**src/rtl/fmap_reader_pkg.sv**
```systemverilog
// rtl/fmap_reader_pkg.sv - shared widths and FSM encoding for the feature-map reader
package fmap_reader_pkg;
   localparam int ADDR_W_DEF = 12;
   localparam int WORD_W_DEF = 64;
   localparam int BYTE_W     = 8;

   typedef enum logic [1:0] {
      IDLE = 2'd0,
      RUN  = 2'd1,
      DONE = 2'd2
   } state_t;
endpackage

```
**src/rtl/fmap_reader_word_fifo2.sv**
```systemverilog
// rtl/fmap_reader_word_fifo2.sv - two-entry word buffer between BRAM returns and the byte unpacker
module word_fifo2
   import fmap_reader_pkg::*;
#(
   parameter int WORD_W = WORD_W_DEF
) (
   input  logic              clk,
   input  logic              rst,
   input  logic              push,
   input  logic [WORD_W-1:0] din,
   input  logic              pop,
   output logic              full,
   output logic              empty,
   output logic [WORD_W-1:0] head
);
   logic [WORD_W-1:0] mem_q [2];
   logic              wr_ptr_q;
   logic              rd_ptr_q;
   logic [1:0]        cnt_q;
   logic              do_push;
   logic              do_pop;

   // a push is accepted when there is room or the head leaves in the same cycle
   always_comb begin
      full    = (cnt_q == 2'd2);
      empty   = (cnt_q == 2'd0);
      do_pop  = pop && !empty;
      do_push = push && (!full || do_pop);
      head    = mem_q[rd_ptr_q];
   end

   // storage, pointers and occupancy; push+pop together leaves occupancy unchanged
   always_ff @(posedge clk or negedge rst) begin
      if (!rst) begin
         mem_q[0] <= '0;
         mem_q[1] <= '0;
         wr_ptr_q <= 1'b0;
         rd_ptr_q <= 1'b0;
         cnt_q    <= 2'd0;
      end else begin
         if (do_push) begin
            mem_q[wr_ptr_q] <= din;
            wr_ptr_q        <= ~wr_ptr_q;
         end
         if (do_pop) begin
            rd_ptr_q <= ~rd_ptr_q;
         end
         case ({do_push, do_pop})
            2'b10:   cnt_q <= cnt_q + 2'd1;
            2'b01:   cnt_q <= cnt_q - 2'd1;
            default: cnt_q <= cnt_q;
         endcase
      end
   end
endmodule

```
**src/rtl/fmap_reader.sv**
```systemverilog
// rtl/fmap_reader.sv - streams a BRAM feature-map region out as bytes with ready/valid flow control
module fmap_reader
   import fmap_reader_pkg::*;
#(
   parameter int ADDR_W = ADDR_W_DEF,
   parameter int WORD_W = WORD_W_DEF
) (
   input  logic              clk,
   input  logic              rst,
   input  logic              start,
   input  logic [ADDR_W-1:0] base_addr,
   input  logic [ADDR_W:0]   word_cnt,
   output logic              busy,
   output logic              done,
   output logic              en_BRAM32k,
   output logic [ADDR_W-1:0] addr_BRAM32k,
   input  logic [WORD_W-1:0] dout_BRAM32k,
   output logic [7:0]        out_byte,
   output logic              out_valid,
   input  logic              out_ready,
   output logic              out_last
);
   localparam int                BYTES    = WORD_W / BYTE_W;
   localparam int                IDX_W    = $clog2(BYTES);
   localparam logic [IDX_W-1:0]  LAST_IDX = IDX_W'(BYTES - 1);

   state_t            state_q;
   state_t            state_d;
   logic              en_q;
   logic              ret_q;
   logic [ADDR_W-1:0] addr_q;
   logic [ADDR_W-1:0] rd_ptr_q;
   logic [ADDR_W:0]   issue_left_q;
   logic [ADDR_W:0]   pop_left_q;
   logic [IDX_W-1:0]  idx_q;
   logic              fifo_full;
   logic              fifo_empty;
   logic [WORD_W-1:0] fifo_head;
   logic              hs;
   logic              word_end;
   logic              final_hs;
   logic              issue_ok;
   logic [2:0]        used;

   // ret_q marks the cycle a read's data is on dout_BRAM32k; reset clears it so stale returns are dropped
   word_fifo2 #(
      .WORD_W (WORD_W)
   ) u_fifo (
      .clk   (clk),
      .rst   (rst),
      .push  (ret_q),
      .din   (dout_BRAM32k),
      .pop   (word_end),
      .full  (fifo_full),
      .empty (fifo_empty),
      .head  (fifo_head)
   );

   assign en_BRAM32k   = en_q;
   assign addr_BRAM32k = addr_q;

   // handshake decode and credit check: reads in flight plus buffered words never exceed two
   always_comb begin
      hs       = out_valid && out_ready;
      word_end = hs && (idx_q == LAST_IDX);
      final_hs = word_end && (pop_left_q == (ADDR_W+1)'(1));
      used     = 3'(en_q) + 3'(ret_q)
               + (fifo_full ? 3'd2 : (fifo_empty ? 3'd0 : 3'd1))
               - 3'(word_end);
      issue_ok = (state_q == RUN) && (issue_left_q != '0) && (used <= 3'd1);
   end

   // state register
   always_ff @(posedge clk or negedge rst) begin
      if (!rst) begin
         state_q <= IDLE;
      end else begin
         state_q <= state_d;
      end
   end

   // next state: an empty region goes straight to DONE; a running region ends on its last byte
   always_comb begin
      state_d = state_q;
      case (state_q)
         IDLE: begin
            if (start) begin
               state_d = (word_cnt == '0) ? DONE : RUN;
            end
         end
         RUN: begin
            if (final_hs) begin
               state_d = DONE;
            end
         end
         DONE:    state_d = IDLE;
         default: state_d = IDLE;
      endcase
   end

   // outputs decoded from state and the head of the word buffer
   always_comb begin
      busy      = (state_q != IDLE);
      done      = (state_q == DONE);
      out_valid = (state_q == RUN) && !fifo_empty;
      out_byte  = out_valid ? fifo_head[idx_q*BYTE_W +: BYTE_W] : 8'd0;
      out_last  = out_valid && (idx_q == LAST_IDX) && (pop_left_q == (ADDR_W+1)'(1));
   end

   // read issue, region counters and byte index
   always_ff @(posedge clk or negedge rst) begin
      if (!rst) begin
         en_q         <= 1'b0;
         ret_q        <= 1'b0;
         addr_q       <= '0;
         rd_ptr_q     <= '0;
         issue_left_q <= '0;
         pop_left_q   <= '0;
         idx_q        <= '0;
      end else begin
         ret_q <= en_q;
         en_q  <= issue_ok;
         if ((state_q == IDLE) && start) begin
            rd_ptr_q     <= base_addr;
            issue_left_q <= word_cnt;
            pop_left_q   <= word_cnt;
            idx_q        <= '0;
         end
         if (issue_ok) begin
            addr_q       <= rd_ptr_q;
            rd_ptr_q     <= rd_ptr_q + 1'b1;
            issue_left_q <= issue_left_q - 1'b1;
         end
         if (hs) begin
            idx_q <= word_end ? '0 : idx_q + 1'b1;
         end
         if (word_end) begin
            pop_left_q <= pop_left_q - 1'b1;
         end
      end
   end
endmodule

```
**config.mk**
```make
export PLATFORM = sky130hd
export DESIGN_NAME = fmap_reader
export DESIGN_NICKNAME = d
export VERILOG_FILES = /design/src/rtl/fmap_reader_pkg.sv /design/src/rtl/fmap_reader_word_fifo2.sv /design/src/rtl/fmap_reader.sv
export SDC_FILE = /design/constraint.sdc
export NUM_CORES = 1
export LEC_CHECK = 0
export CAP_MARGIN = 10
export CELL_PAD_IN_SITES_DETAIL_PLACEMENT = 1
export CELL_PAD_IN_SITES_GLOBAL_PLACEMENT = 2
export CORE_AREA = 10 10 173 175
export CTS_BUF_LIST = sky130_fd_sc_hd__clkbuf_4
export DETAILED_ROUTE_END_ITERATION = 10
export DIE_AREA = 0 0 183 185
export PLACE_DENSITY = 0.72
export SETUP_SLACK_MARGIN = 0.15
export SLEW_MARGIN = 20
export SYNTH_ARGS = -nofsm -noshare
export SYNTH_HDL_FRONTEND = slang
export SYNTH_SLANG_ARGS = --single-unit
```
**constraint.sdc**
```tcl
create_clock -name clk -period 6.1 [get_ports clk]
set_clock_uncertainty 0.15 [all_clocks]
set_input_delay 0.915 -clock clk [delete_from_list [all_inputs] [get_ports clk]]
set_output_delay 0.915 -clock clk [all_outputs]
set_load 0.02 [all_outputs]
```
== Word-level counts from Yosys, hierarchy flattened ==
Index checks and enable logic that the tools add are counted.
Cells by class
  add/subtract/negate cells: 9
  $mul: 0
  div/mod/pow operators: 0
  $lt $le $gt $ge: 4
  equality and inequality tests: 9
  shifts and indexed selects: 1
  multiplexer cells: 22
  bitwise operators: 4
  reduce and logical (&&, ||, !) cells: 25
Operators by type and width (number)
  64-bit 2-to-1 mux: 4
  128-bit bitwise mux: 1
  64-bit demux with 1-bit select: 1
  64-bit by 7-bit variable part select with 8-bit output: 1
  13-bit 2-to-1 mux: 3
  13-bit by 1-bit subtractor with 13-bit output, second input constant: 2
  12-bit 2-to-1 mux: 2
  13-bit by 1-bit equality test with 1-bit output, second input constant: 1
  13-bit zero test: 1
  13-bit nonzero test: 1
  12-bit by 1-bit adder with 12-bit output, second input constant: 1
  1-bit logical AND: 12
  2-bit nonzero test: 5
  3-bit 2-to-1 mux: 3
  2-bit 2-to-1 mux: 4
  8-bit 2-to-1 mux: 1
  2-bit case mux with 2 select lines: 2
  2-bit equality test, second input constant: 3
  2-bit by 1-bit equality test with 1-bit output, second input constant: 2
  2-bit >= comparator, second input constant: 2
  2-bit zero test: 2
  2-bit inequality test, second input constant: 2
  1-bit inverter with 2-bit output: 2
  2-bit by 2-bit adder with 3-bit output: 1
  other kinds (13): 15
Storage, ports and cells
  register bits: 189
  bits in latches: 0
  RAM bits: 0
  bits in read-only memories: 0
  input bits: 93
  output and inout port bits: 25
  word-level logic and storage cells: 87
  memories: 0

== Logic depth before layout (Yosys ltp) ==
Gate-level depths: netlist of run 1.
  depth in word-level cells: 10
  depth in mapped cells: 17
  depth with buffers taken out: 14

== By module ==
A second synthesis of run 1 with hierarchy kept.
Second synthesis, totals
  cells, all modules: 735
  area, all modules: 9591.7 um^2
Modules (own cells, without submodules)
  word_fifo2: times used 1, cells an instance 359, area an instance 6029.5 um^2
  fmap_reader: times used 1, cells an instance 376, area an instance 3562.2 um^2

== Worst setup path before layout of run 1 ==
No wires, ideal clock.
  path kind: input to register
  start: input out_ready
  end: register issue_left_q[3]
  library setup time: 120 ps
  data arrival time: 3701 ps
  slack: 2129 ps
  stages: 12
  buffers on the path: 1
  cells stage by stage: o211a_1 nand2_1 inv_2 ha_1 fa_1 inv_1 fa_1 nand2b_1 or3_1 buf_6 or4_1 a31o_1
Between the ends
  longest elaborated chain between the ends: 6
  elaborated cells between the ends (all ways): 7
Ends and longest elaborated chain
  start: declaration: RTL line fmap_reader.sv:20  | input logic out_ready,
  1-bit logical AND (*): RTL line fmap_reader.sv:64  | hs = out_valid && out_ready;
  1-bit logical AND (*): RTL line fmap_reader.sv:65  | word_end = hs && (idx_q == LAST_IDX);
  3-bit by 1-bit subtractor with 3-bit output (*): RTL line fmap_reader.sv:69  | - 3'(word_end);
  3-bit by 1-bit <= comparator with 1-bit output (*): RTL line fmap_reader.sv:70  | issue_ok = (state_q == RUN) && (issue_left_q != '0) && (used <= 3'd1);
  1-bit logical AND (*): RTL line fmap_reader.sv:70
  13-bit 2-to-1 mux / 2-bit nonzero test (equally long branches)
  end signal: assignment: RTL line fmap_reader.sv:125  | issue_left_q <= word_cnt;
  end signal: assignment: RTL line fmap_reader.sv:132  | issue_left_q <= issue_left_q - 1'b1;
  end: declaration: RTL line fmap_reader.sv:33  | logic [ADDR_W:0] issue_left_q;
Every way passes the cells marked *; elsewhere a longest branch is shown, timed or not.
A chain may end at the register's enable or synchronous reset.

== Final worst setup path of run 1 ==
  start: input out_ready
  end: register rd_ptr_q[0]
Between the ends
  longest elaborated chain between the ends: 6
  elaborated cells between the ends (all ways): 7
Ends and longest elaborated chain
  1-bit logical AND (*): RTL line fmap_reader.sv:64
  1-bit logical AND (*): RTL line fmap_reader.sv:65
  3-bit by 1-bit subtractor with 3-bit output (*): RTL line fmap_reader.sv:69
  3-bit by 1-bit <= comparator with 1-bit output (*): RTL line fmap_reader.sv:70
  1-bit logical AND (*): RTL line fmap_reader.sv:70
  12-bit 2-to-1 mux / 2-bit nonzero test (equally long branches)
  end signal: assignment: RTL line fmap_reader.sv:124  | rd_ptr_q <= base_addr;
  end signal: assignment: RTL line fmap_reader.sv:131  | rd_ptr_q <= rd_ptr_q + 1'b1;
  end: declaration: RTL line fmap_reader.sv:32  | logic [ADDR_W-1:0] rd_ptr_q;
Marked as above.

==> results.cfg, run 1 <==
[logic_synthesis]
synthDominantAreaCellType = dfrtp_1
yosys-top-cells-area = dfrtp_1 (52%), mux2_2 (17%), mux4_2 (5.5%), nand2_1 (3.0%), mux2i_1 (2.6%)
postSynthAreaPerCell_um2 = 12.4
synth_cells = 732
synth-edff-count = 0
syn_area_um2 = 9090
synth_top_area_frac = 0.520
ys.flop_type = dfrtp_1
ys_ff_latch = 189
syn_nets = 835
yosysSeqAreaShare = 0.520
synth_warnings = 0
async_flop_share = 1.00
yosysUniqueCellTypes = 63

[global_route]
grt_pass1_wl_um = 39300
grt-ovfl-total = 0
grt_usage = 0.146
grt_max_degree = 87
grt_antenna_before_repair = 1
grt_pass1_vias = 7088

[layout]
area_delta_synth_final_pct = 20.8
drive_above_1_share = 0.255
final_nets = 945
design_area_um2 = 11000
fillers = 2825
fin_util = 0.413

[die]
rows = 60
initial_utilization = 0.342
dieWidth_um = 183
die_y_um = 185
core_area_um2 = 26600
num_io_pins = 118
dieArea_um2 = 33900

[cts]
cts-root-buf = clkbuf_4
clkTransAtPathRegs_ps = 180
cts_buffers = 17
post-cts-setup-buffers = 0
cts-resized-gates = 0
htree_levels = 4
cts_tree = yes
clk_path_buf_depth = 2
cts_sinks = 189
insertion_delay_ps = 570

[sta]
setup-violations-final = 0
fin_ws_ps = 1450
fin_tns_setup_ps = 0
finalCritPeriodShare = 0.762
period_needed_ps = 4650
worst_slew_pin_slew_ps = 972
rsz0062_at_grt = false
slew_viol_final = 0
fmax_mhz = 215
hold_viol = 0
relSlewSlack = 0.352
whs_ps = 330

[route]
num_vias = 6341
vias_per_cell = 5.30
drtIter0Drc = 303
wl_per_cell_um = 20.6
firstDrtPassIters = 6
ant_nets = 0
wirelength_um = 24700
drc = 0

[worst_setup_path]
worstPathCellList = clkdlybuf4s50_1 > o211a_1 > nand2_1 > buf_4 > inv_2 > ha_1 > fa_1 > inv_1 > fa_1 > nand2b_1 > or3_1 > inv_2 > nor2_1 > a221o_1
critPathLaunchType = input port
critPathMaxFanout = 25
cpPeakStageDelay_ps = 720
cpMaxStageDelayCell = or3_1
critical_path_required_ps = 6430
crit_arrival_ps = 4980
end_kind = flop
criticalPathCategory = in2reg

[place]
hpwlAfterDp_um = 17500
placed_cell_area_um2 = 10600
place_congestion = 0.795
port_buffers = 117
dp_slack_ps = 801

[pwr]
powerDensity_nw_per_um2 = 536
power_leakage_nw = 4.47
peakVddDrop_uv = 201

[worst_hold_path]
min_path_type = reg2reg

[run]
maxCapViolCount = 0

[outcome]
status = complete, no violations
-- kinds of logic (layout without fill, tap and decap cells) --
| family | after synthesis | count (layout) | synth area share |
|---|---|---|---|
| compound gates | 102 | 102 | 0.0800 |
| flops | 189 | 189 | 0.520 |
| mux | 183 | 183 | 0.251 |
| fa+ha+maj | 10 | 10 | 0.0154 |
| xor+xnor | 6 | 6 | 0.00578 |
| other cells | 0 | 1 | 0 |
| buf+inv | 61 | 184 | 0.0307 |
| simple gates | 181 | 181 | 0.0972 |
-- routing by layer --
metal	wire [um]	track usage	vias to the layer above	share of wire
met4	252	0.0331	0	0.010
met3	582	0.0282	16	0.024
li1	-	-	2908	-
met5	0	0	-	0
met2	12700	0.254	77	0.52
met1	11100	0.184	3340	0.45
-- repair_timing --
item,CTS,global route
hold buffers,0,1
setup endpoints to repair,0,0
endpoints found under the hold margin,0,19
-- placed cells by master, fill, tap and decap left out, types with 4 or more instances in the layout --
cell               n
a21oi_1           11
a221o_1           10
a32oi_1            4
buf_4             13
clkbuf_4          17
clkdlybuf4s50_1  116
clkinv_8           6
dfrtp_1          188
ha_1               8
inv_1             18
mux2_2           137
mux2i_1           24
mux4_2            22
nand2_1           72
nand2b_1           5
nand3_1           15
nor2_1            26
nor2b_1            5
nor3_1            14
nor4_1             9
o211ai_1          13
o21ai_0           20
o21ai_1            4
o22ai_1            8
o311ai_0           6
or3_1              8
or4_1              5
xnor2_1            4
-- state kept, by name (all words and copies together) (netlist names) --
signal	count
u_fifo.wr_ptr_q	1
u_fifo.mem_q	128
u_fifo.rd_ptr_q	1
u_fifo.cnt_q	2
state_q	2
idx_q	3
addr_BRAM32k	12
pop_left_q	13
en_BRAM32k	1
issue_left_q	13
rd_ptr_q	12
ret_q	1
-- power breakdown --
part / switching [W] / internal [W] / total, W
clock network: 0.000539 / 0.000248 / 0.000787
logic: 0.00142 / 0.00142 / 0.00284
registers: 0.000388 / 0.00186 / 0.00225
-- critical path: cells and delay by family --
kind,cells,cell delay [ps]
and+or+nand+nor,4,1090
AOI/OAI and AO/OA,2,460
adders and majority gates,3,1080
buffers and inverters,5,1430
-- final timing paths --
check                                start               to  slack [ps]  depth (start not counted)
worst max-delay path             out_ready      rd_ptr_q[0]        1450                         14
min in group asynchronous              rst  addr_BRAM32k[8]         610                          2
worst min register to register  en_BRAM32k            ret_q         330                          0
worst max register to register    idx_q[0]      rd_ptr_q[0]        1460                         15
worst min-delay path            en_BRAM32k            ret_q         330                          0
max in group asynchronous              rst  u_fifo.rd_ptr_q        3870                          3
-- through the flow --
step                instances  total power, W
floorplan                 732         0.00427
global placement         1163         0.00500
detailed placement       1163         0.00517
CTS                      1195         0.00598
global route             1197         0.00634
finish                   1197         0.00588
-- final cells by class --
cell class / instances / area [um^2] / area share
Antenna cell: 1 / 2.50 / 0.000228
Clock buffer: 17 / 128 / 0.0116
Clock inverter: 15 / 225 / 0.0205
Inverter: 20 / 75.1 / 0.00684
Multi-Input combinational cell: 482 / 4100 / 0.373
Sequential cell: 189 / 4730 / 0.431
Tap cell: 341 / 427 / 0.0389
Timing Repair Buffer: 132 / 1290 / 0.118
-- cell usage after synthesis (6+ instances only) --
cell type  instances
ha_1               8
nand3_1           15
a21oi_1           11
mux2i_1           24
nor2_1            26
o21ai_0           20
mux4_2            22
clkbuf_1          16
dfrtp_1          189
nor4_1             9
or3_1              8
o311ai_0           6
mux2_2           137
nor3_1            14
o22ai_1            8
inv_1             18
nand2_1           72
o211ai_1          13
a221o_1           10
buf_2             19
Note: power is estimated with default switching activity, not from simulation.
==> inputs of run 2 (changes only) <==
PLACE_DENSITY = 0.75   (was 0.72)
clock period = 4.2 ns   (was 6.1 ns; I/O delays follow)
==> run 2 against run 1 <==
  * Critical path depth down 7
  * Die area unchanged
  * Count of clock-buffer cells in the layout increased by 1
  * Core utilization grew 0.080 points
  * Total power rose by 43%
==> results.cfg, run 2 (same netlist as run 1, synthesis figures left out) <==
[global_route]
met2_usage = 0.238
grt_antenna_before_repair = 4
use_met3 = 0.0310
use_met1 = 0.188
busiest_layer = met2
grt_pass1_vias = 6852
grt_pass1_wl_um = 38600
grt_usage = 0.145
grt-ovfl-total = 0
grt_max_degree = 116

[place]
hpwlAfterDp_um = 16700
place_congestion = 0.805
port_buffers = 117
placed_cell_area_um2 = 10700
dp_slack_ps = 95.8

[worst_setup_path]
crit_arrival_ps = 3070
critPathMaxFanout = 15
critPathMostFrequentCell = o211ai_1
cpMaxStageDelayCell = clkdlybuf4s50_1
end_kind = output port
cpPeakStageDelay_ps = 670
criticalPathCategory = reg2out
critPathLaunchType = flop
worstPathCellList = buf_4 > mux2_2 > nand2_1 > o211ai_1 > o211ai_1 > o22ai_1 > clkdlybuf4s50_1
critical_path_required_ps = 3420

[sta]
finalCritPeriodShare = 0.916
period_needed_ps = 3850
setup-violations-final = 0
worst_slew_pin_slew_ps = 1050
fin_tns_setup_ps = 0
slew_viol_final = 0
fmax_mhz = 260
hold_viol = 0
fin_ws_ps = 352
relSlewSlack = 0.300
rsz0062_at_grt = false
whs_ps = 326

[cts]
clk_path_buf_depth = 2
cts_buffers = 17
htree_levels = 4
clkTransAtPathRegs_ps = 160
insertion_delay_ps = 590
cts_sinks = 189
post-cts-setup-buffers = 0
cts_tree = yes
cts-root-buf = clkbuf_4

[layout]
reg_top3 = u_fifo.mem_q: 128 flops, issue_left_q: 13 flops, pop_left_q: 13 flops
final_nets = 948
largest_reg_flops = 128
final_common_cell = dfrtp_1
area_delta_synth_final_pct = 21.0
fin_util = 0.414
layout_common_cells = dfrtp_1 (188), mux2_2 (137), clkdlybuf4s50_1 (116)
drive_above_1_share = 0.259
design_area_um2 = 11000
top_register = u_fifo.mem_q

[route]
drc = 0
wirelength_um = 24100
firstDrtPassIters = 5
drtIter0Drc = 344
ant_nets = 0
wl_per_cell_um = 20.0
num_vias = 6272
vias_per_cell = 5.22

[pwr]
peakVddDrop_uv = 366
power_leakage_nw = 4.48
powerDensity_nw_per_um2 = 767

[die]
rows = 60
dieArea_um2 = 33900
num_io_pins = 118
dieWidth_um = 183
initial_utilization = 0.342
die_y_um = 185
core_area_um2 = 26600

[worst_hold_path]
min_path_type = reg2reg

[outcome]
status = complete, no violations

[run]
maxCapViolCount = 0
run 2: worst max-delay path, delay by kind of cell, from the launching register on:
family / cells / cell delay [ps]
AND/OR/NAND/NOR: 1 / 70
flip-flops: 1 / 610
multiplexers: 1 / 250
AO/OA/AOI/OAI: 3 / 620
buffers and inverters: 2 / 920
run 2: repair_timing:
action	in CTS	in global routing
endpoints found under the hold margin	9	0
hold buffers	1	0
setup endpoints to repair	0	11
resized for setup	0	2
run 2: path summary, 6_finish.rpt:
path	startpoint	endpoint	slack, ps	cells past startpoint
worst max-delay path	u_fifo.rd_ptr_q	out_byte[6]	350	7
worst min-delay path	en_BRAM32k	ret_q	330	0
worst max register to register	idx_q[0]	issue_left_q[3]	410	13
worst min register to register	en_BRAM32k	ret_q	330	0
max in group asynchronous	rst	u_fifo.mem_q[66]	2360	3
min in group asynchronous	rst	addr_BRAM32k[1]	550	2
run 2: metrics by stage:
stage	std cells	power, W
2_1_floorplan	732	0.00620
3_3_place_gp	1166	0.00737
3_5_place_dp	1166	0.00750
4_1_cts	1199	0.00855
5_1_grt	1200	0.00911
6_report	1201	0.00843
run 2: power by group:
group	total, W	internal, W	switching [W]	leakage, nW
logic	0.00412	0.00212	0.00199	2.04
registers	0.00327	0.00271	0.000562	2.28
clock network	0.00105	0.000286	0.000761	0.162
total	0.00843	0.00512	0.00332	4.48
run 2: cell type report:
type	instances	area (um^2)
flip-flops and latches	189	4730
inverters	20	75.1
clock inverters	14	173
repair buffers	135	1350
diodes	2	5.00
fillers	2858	15600
well taps	341	427
clock buffers	18	135
multi-input cells	482	4100
run 2: routing by layer:
metal / share of wire / up-vias
met5: 0.0010 / -
met3: 0.029 / 19
met2: 0.49 / 70
met1: 0.47 / 3257
met4: 0.011 / 4
li1: - / 2922
